$ cat src/rtl/uart_rx_mid.sv
// uart_rx_mid: 8N1-style UART receiver that feeds an AXI-Stream byte sink.
// Each bit is sampled at its centre. The bit time is prescale*8 clocks, and
// prescale is captured at start detect. Framing errors and overruns are
// reported as single-cycle pulses. DATA_WIDTH must be at least 2.
module uart_rx_mid #(
   parameter int DATA_WIDTH = 8,
   parameter bit BIG_ENDIAN = 1'b0
) (
   input  logic                  clk,
   input  logic                  rst,
   input  logic                  rxd,
   input  logic [15:0]           prescale,
   output logic [DATA_WIDTH-1:0] m_axis_tdata,
   output logic                  m_axis_tvalid,
   input  logic                  m_axis_tready,
   output logic                  busy,
   output logic                  frame_error,
   output logic                  overrun_error
);

   localparam int IW = (DATA_WIDTH > 1) ? $clog2(DATA_WIDTH) : 1;
   localparam logic [IW-1:0] LAST_IDX = IW'(DATA_WIDTH - 1);

   typedef enum logic [2:0] {
      S_IDLE,
      S_START,
      S_DATA,
      S_STOP,
      S_BREAK
   } state_t;

   state_t                  state_q;
   logic                    sync1_q;
   logic                    rxd_s_q;
   logic [18:0]             cnt_q;
   logic [18:0]             bt_q;
   logic [IW-1:0]           bit_idx_q;
   logic [DATA_WIDTH-1:0]   shift_q;
   logic [DATA_WIDTH-1:0]   shift_d;
   logic [DATA_WIDTH-1:0]   tdata_q;
   logic                    tvalid_q;
   logic                    busy_q;
   logic                    ferr_q;
   logic                    ovr_q;

   // A prescale of zero is treated as one, so the bit time is never zero.
   logic [15:0] ps_eff;
   logic [18:0] bt_now;
   logic [18:0] half_now;
   assign ps_eff   = (prescale == 16'd0) ? 16'd1 : prescale;
   assign bt_now   = {ps_eff, 3'b000};
   assign half_now = {1'b0, ps_eff, 2'b00};

   // The BIG_ENDIAN setting decides which end of the word the first received bit ends up at.
   generate
      if (BIG_ENDIAN) begin : g_msb_first
         assign shift_d = {shift_q[DATA_WIDTH-2:0], rxd_s_q};
      end else begin : g_lsb_first
         assign shift_d = {rxd_s_q, shift_q[DATA_WIDTH-1:1]};
      end
   endgenerate

   // Two-flop synchronizer for the asynchronous line. It resets to idle-high.
   always_ff @(posedge clk) begin
      if (rst) begin
         sync1_q <= 1'b1;
         rxd_s_q <= 1'b1;
      end else begin
         sync1_q <= rxd;
         rxd_s_q <= sync1_q;
      end
   end

   // Receive FSM, together with the output word register and the error pulses.
   always_ff @(posedge clk) begin
      if (rst) begin
         state_q   <= S_IDLE;
         cnt_q     <= '0;
         bt_q      <= '0;
         bit_idx_q <= '0;
         shift_q   <= '0;
         tdata_q   <= '0;
         tvalid_q  <= 1'b0;
         busy_q    <= 1'b0;
         ferr_q    <= 1'b0;
         ovr_q     <= 1'b0;
      end else begin
         ferr_q <= 1'b0;
         ovr_q  <= 1'b0;
         // A handshake clears tvalid. A word delivered in the same cycle overrides this below.
         if (tvalid_q && m_axis_tready) begin
            tvalid_q <= 1'b0;
         end
         case (state_q)
            S_IDLE: begin
               if (!rxd_s_q) begin
                  state_q <= S_START;
                  cnt_q   <= half_now - 19'd1;
                  bt_q    <= bt_now;
                  busy_q  <= 1'b1;
               end
            end
            S_START: begin
               if (cnt_q == 19'd0) begin
                  if (!rxd_s_q) begin
                     state_q   <= S_DATA;
                     cnt_q     <= bt_q - 19'd1;
                     bit_idx_q <= '0;
                  end else begin
                     state_q <= S_IDLE;
                     busy_q  <= 1'b0;
                  end
               end else begin
                  cnt_q <= cnt_q - 19'd1;
               end
            end
            S_DATA: begin
               if (cnt_q == 19'd0) begin
                  shift_q <= shift_d;
                  cnt_q   <= bt_q - 19'd1;
                  if (bit_idx_q == LAST_IDX) begin
                     state_q <= S_STOP;
                  end else begin
                     bit_idx_q <= bit_idx_q + 1'b1;
                  end
               end else begin
                  cnt_q <= cnt_q - 19'd1;
               end
            end
            S_STOP: begin
               if (cnt_q == 19'd0) begin
                  if (rxd_s_q) begin
                     state_q <= S_IDLE;
                     busy_q  <= 1'b0;
                     if (!tvalid_q || m_axis_tready) begin
                        tdata_q  <= shift_q;
                        tvalid_q <= 1'b1;
                     end else begin
                        ovr_q <= 1'b1;
                     end
                  end else begin
                     ferr_q  <= 1'b1;
                     state_q <= S_BREAK;
                  end
               end else begin
                  cnt_q <= cnt_q - 19'd1;
               end
            end
            S_BREAK: begin
               if (rxd_s_q) begin
                  state_q <= S_IDLE;
                  busy_q  <= 1'b0;
               end
            end
            default: begin
               state_q <= S_IDLE;
               busy_q  <= 1'b0;
            end
         endcase
      end
   end

   assign m_axis_tdata  = tdata_q;
   assign m_axis_tvalid = tvalid_q;
   assign busy          = busy_q;
   assign frame_error   = ferr_q;
   assign overrun_error = ovr_q;

endmodule

$ cat config.mk
export PLATFORM = sky130hd
export DESIGN_NAME = uart_rx_mid
export DESIGN_NICKNAME = d
export VERILOG_FILES = /design/src/rtl/uart_rx_mid.sv
export SDC_FILE = /design/constraint.sdc
export NUM_CORES = 1
export LEC_CHECK = 0
export CAP_MARGIN = 25
export CORE_ASPECT_RATIO = 0.7
export CORE_MARGIN = 2
export CORE_UTILIZATION = 62
export CTS_CLUSTER_SIZE = 20
export DETAILED_ROUTE_END_ITERATION = 16
export GPL_TIMING_DRIVEN = 0
export PLACE_DENSITY = 0.81
export SYNTH_ARGS = -nofsm -noshare
export SYNTH_HDL_FRONTEND = slang
export SYNTH_SLANG_ARGS = --single-unit
export TNS_END_PERCENT = 10
$ cat constraint.sdc
create_clock -name clk -period 7.2 [get_ports clk]
set_input_delay 1.44 -clock clk [delete_from_list [all_inputs] [get_ports clk]]
set_output_delay 1.44 -clock clk [all_outputs]
set_load 0.02 [all_outputs]
==> impl_metrics.env <==
export IMPL_ios=32
export IMPL_coreArea_um2=5640
export IMPL_power_frac_comb=0.224
export IMPL_endpoint_kind="flip-flop"
export IMPL_cts_setup_buffers=0
export IMPL_crit_required_ps=7420
export IMPL_period_needed_ps=4406
export IMPL_synth_area_um2=3573
export IMPL_clock_root_buffer="clkbuf_8"
export IMPL_slew_headroom=0.4936
export IMPL_rsz0062_at_grt="false"
export IMPL_yosysWarnings=0
export IMPL_maxSlewViolCount=0
export IMPL_wl_mm=9.903
export IMPL_dp_hpwl_mm=7.324
export IMPL_p_total_mw=0.8855
export IMPL_cts_reportedPaths_clkPinSlew_ps=80
export IMPL_path_class="in -> reg"
export IMPL_grt_pass1_wl_mm=15.82
export IMPL_synth_cells=462
export IMPL_cts_sinks=63
export IMPL_regArea_um2=1261
export IMPL_worst_slew_pin_slew_ps=756.8
export IMPL_dieWidth_um=94.74
export IMPL_p_sw_mw=0.2884
export IMPL_crit_fanout=7
export IMPL_ys_seq_elements=63
export IMPL_vias=3641
export IMPL_cts_buffers=9
export IMPL_seqPwrFrac=0.425
export IMPL_die_y_um=67.52
export IMPL_clock_latency_ps=350
export IMPL_tritoncts="built"
export IMPL_clockPowerShare=0.351
export IMPL_n_antenna_cell=0
export IMPL_drtAntennaViolNets=0
export IMPL_final_nets=529
export IMPL_drc=0
export IMPL_vdd_drop_max_mv=0.1483
export IMPL_h_tree_depth=3
export IMPL_die_area_um2=6396
export IMPL_fillCellCount=472
export IMPL_area_growth_syn_to_layout_pct=16.39
export IMPL_pre_cts_ws_ps=2560
export IMPL_maxCapViolCount=0
export IMPL_cts_buffer_depth=2
export IMPL_cts_hold_buf=0
export IMPL_cp_arrival_ps=4620
export IMPL_gp_congestion=0.9437
export IMPL_hold_violations=0
export IMPL_async_reset_ff_frac=0
export IMPL_synth_flop_cell="dfxtp_1"
export IMPL_overflow=0
export IMPL_switching_share=0.3258
export IMPL_wl_per_cell_um=16.99
export IMPL_drt_iter0_drc=387
export IMPL_fin_ws_ps=2794
export IMPL_internal_power_mw=0.5970
export IMPL_setup_viol=0
export IMPL_power_density_nw_per_um2=212.9
export IMPL_syn_nets=488
export IMPL_vias_per_cell=6.245
export IMPL_grt_pass1_vias=3221
export IMPL_fmax_mhz=227.0
export IMPL_multi_input_area_um2=2171
export IMPL_layout_worst_path_cycle_share=0.6119
export IMPL_yosysSeqAreaShare=0.3529
export IMPL_drt_pass1_iter_count=5
export IMPL_finalSetupTns_ps=0
export IMPL_grt_max_degree=13
export IMPL_start_util=0.6335
export IMPL_antenna_found_initial=0
export IMPL_critPathLaunchType="input pin"
export IMPL_placementRows=23
export IMPL_io_buffers=29
export IMPL_fin_skew_ps=11.19
export IMPL_leakage_nw=1.382
export IMPL_track_usage=0.3279
export IMPL_avgSynthCellArea_um2=7.735
export IMPL_ctsResizeCount=0
export IMPL_hp_class="reg -> reg"
export IMPL_synth_edf_count=0
export IMPL_drive_gt1_frac=0.07087
export IMPL_status="complete, no violations"
export IMPL_synth_cell_types=55
synth_stat cells, types with 2 or more instances:
library cell,instances,area share
nand2b_1,4,0.0070
a22oi_1,2,0.0042
o21ai_0,28,0.039
o32ai_1,4,0.0098
nand4_1,5,0.0088
a21oi_1,38,0.053
nor4_1,12,0.021
or3_1,3,0.0053
dfxtp_1,63,0.35
o22ai_1,8,0.014
nor4b_1,3,0.0074
or4_1,6,0.013
a211oi_1,7,0.015
nand3b_1,2,0.0042
nor3b_1,4,0.0084
o41ai_1,2,0.0049
or3b_2,2,0.0049
xnor2_1,16,0.039
a32oi_1,2,0.0049
a211o_1,2,0.0049
nor3_1,23,0.032
nor2_1,53,0.056
inv_1,9,0.0095
ha_1,6,0.021
o31ai_1,2,0.0042
xor2_1,7,0.017
buf_2,2,0.0028
or2_2,7,0.012
and2_1,4,0.0070
a311oi_1,2,0.0049
nand2_1,60,0.063
nand3_1,9,0.013
mux2i_1,18,0.050
clkbuf_1,26,0.027
layout make-up:
cell class / instances / share of cell area
multi-input combinational: 362 / 0.5220
sequential: 63 / 0.3032
timing repair buffer: 30 / 0.07100
clock buffer: 9 / 0.02978
buffer: 28 / 0.02587
tap: 75 / 0.02256
clock inverter: 7 / 0.01745
inverter: 9 / 0.008123
through the flow:
stage / util / instances / hold WS [ps] / instance area (µm²)
global route: 0.7374 / 583 / 450.4 / 4159
floorplan: - / 462 / 389.5 / 3573
finish: 0.7374 / 583 / 424.4 / 4159
global placement: 0.7016 / 566 / 396.4 / 3958
CTS: 0.7374 / 583 / 427.9 / 4159
detailed placement: 0.7025 / 567 / 409.6 / 3963
path summary, 6_finish.rpt:
| path | depth (start not counted) | to | slack [ps] | from |
|---|---|---|---|---|
| setup / recovery | 12 | cnt_q[14] | 2790 | prescale[2] |
| hold / removal | 1 | rxd_s_q | 420 | sync1_q |
| setup reg to reg | 7 | cnt_q[15] | 4600 | cnt_q[10] |
| hold reg to reg | 1 | rxd_s_q | 420 | sync1_q |
per-layer routing:
metal | vias to the layer above | global-route usage | part of all wire
li1 | 1746 | - | -
met1 | 1658 | 0.4768 | 0.46
met2 | 224 | 0.4716 | 0.41
met3 | 13 | 0.09821 | 0.13
met4 | 0 | 0.08877 | 0.013
met5 | - | 0 | 0
logic make-up (layout without fill, tap and decap cells):
kind of cell	count (synthesis)	in the layout	share of synthesized area
xor+xnor	23	23	0.05637
compound gates	106	106	0.1817
flops	63	63	0.3529
mux	18	18	0.05042
fa+ha+maj	7	7	0.02381
buf+inv	37	83	0.03956
simple gates	208	208	0.2952
worst max-delay path, cell delays in order:
cell	delay, ps
clkdlybuf4s50_1	600
or4_1	160
clkbuf_1	230
nor3_1	90
nor2_1	300
ha_1	260
nor3b_1	580
nand4b_1	180
xor2_1	250
o32ai_1	120
o21ai_0	310
a21oi_1	110
sequential cells by signal, summed over array words and instances, names as in the netlist:
register,count
frame_error,1
busy,1
state_q,3
sync1_q,1
overrun_error,1
bt_q,16
cnt_q,19
m_axis_tdata,8
rxd_s_q,1
m_axis_tvalid,1
bit_idx_q,3
shift_q,8
placed cells by master, fill, tap and decap left out, types with 3 or more instances in the layout:
| cell | n |
|---|---|
| or2_2 | 7 |
| nor4b_1 | 3 |
| a21oi_1 | 38 |
| or4_1 | 6 |
| nand2b_1 | 4 |
| nor4_1 | 12 |
| nand3_1 | 9 |
| buf_2 | 3 |
| and2_1 | 4 |
| dfxtp_1 | 63 |
| nor2_1 | 53 |
| clkdlybuf4s50_1 | 29 |
| o22ai_1 | 8 |
| nor3b_1 | 4 |
| nand2_1 | 60 |
| inv_1 | 9 |
| xor2_1 | 7 |
| o21ai_0 | 28 |
| clkbuf_1 | 26 |
| a211oi_1 | 7 |
| nand4_1 | 5 |
| o32ai_1 | 4 |
| clkbuf_8 | 9 |
| or3_1 | 3 |
| xnor2_1 | 16 |
| ha_1 | 6 |
| nor3_1 | 23 |
| mux2i_1 | 18 |
power by group through the flow:
stage / registers (mW) / logic, mW / clock network [mW]
floorplan: 0.381 / 0.136 / 0
global placement: 0.383 / 0.188 / 0
detailed placement: 0.384 / 0.190 / 0
CTS: 0.375 / 0.192 / 0.313
global route: 0.378 / 0.216 / 0.325
finish: 0.376 / 0.199 / 0.311
Power figures use the tool's default switching activity.
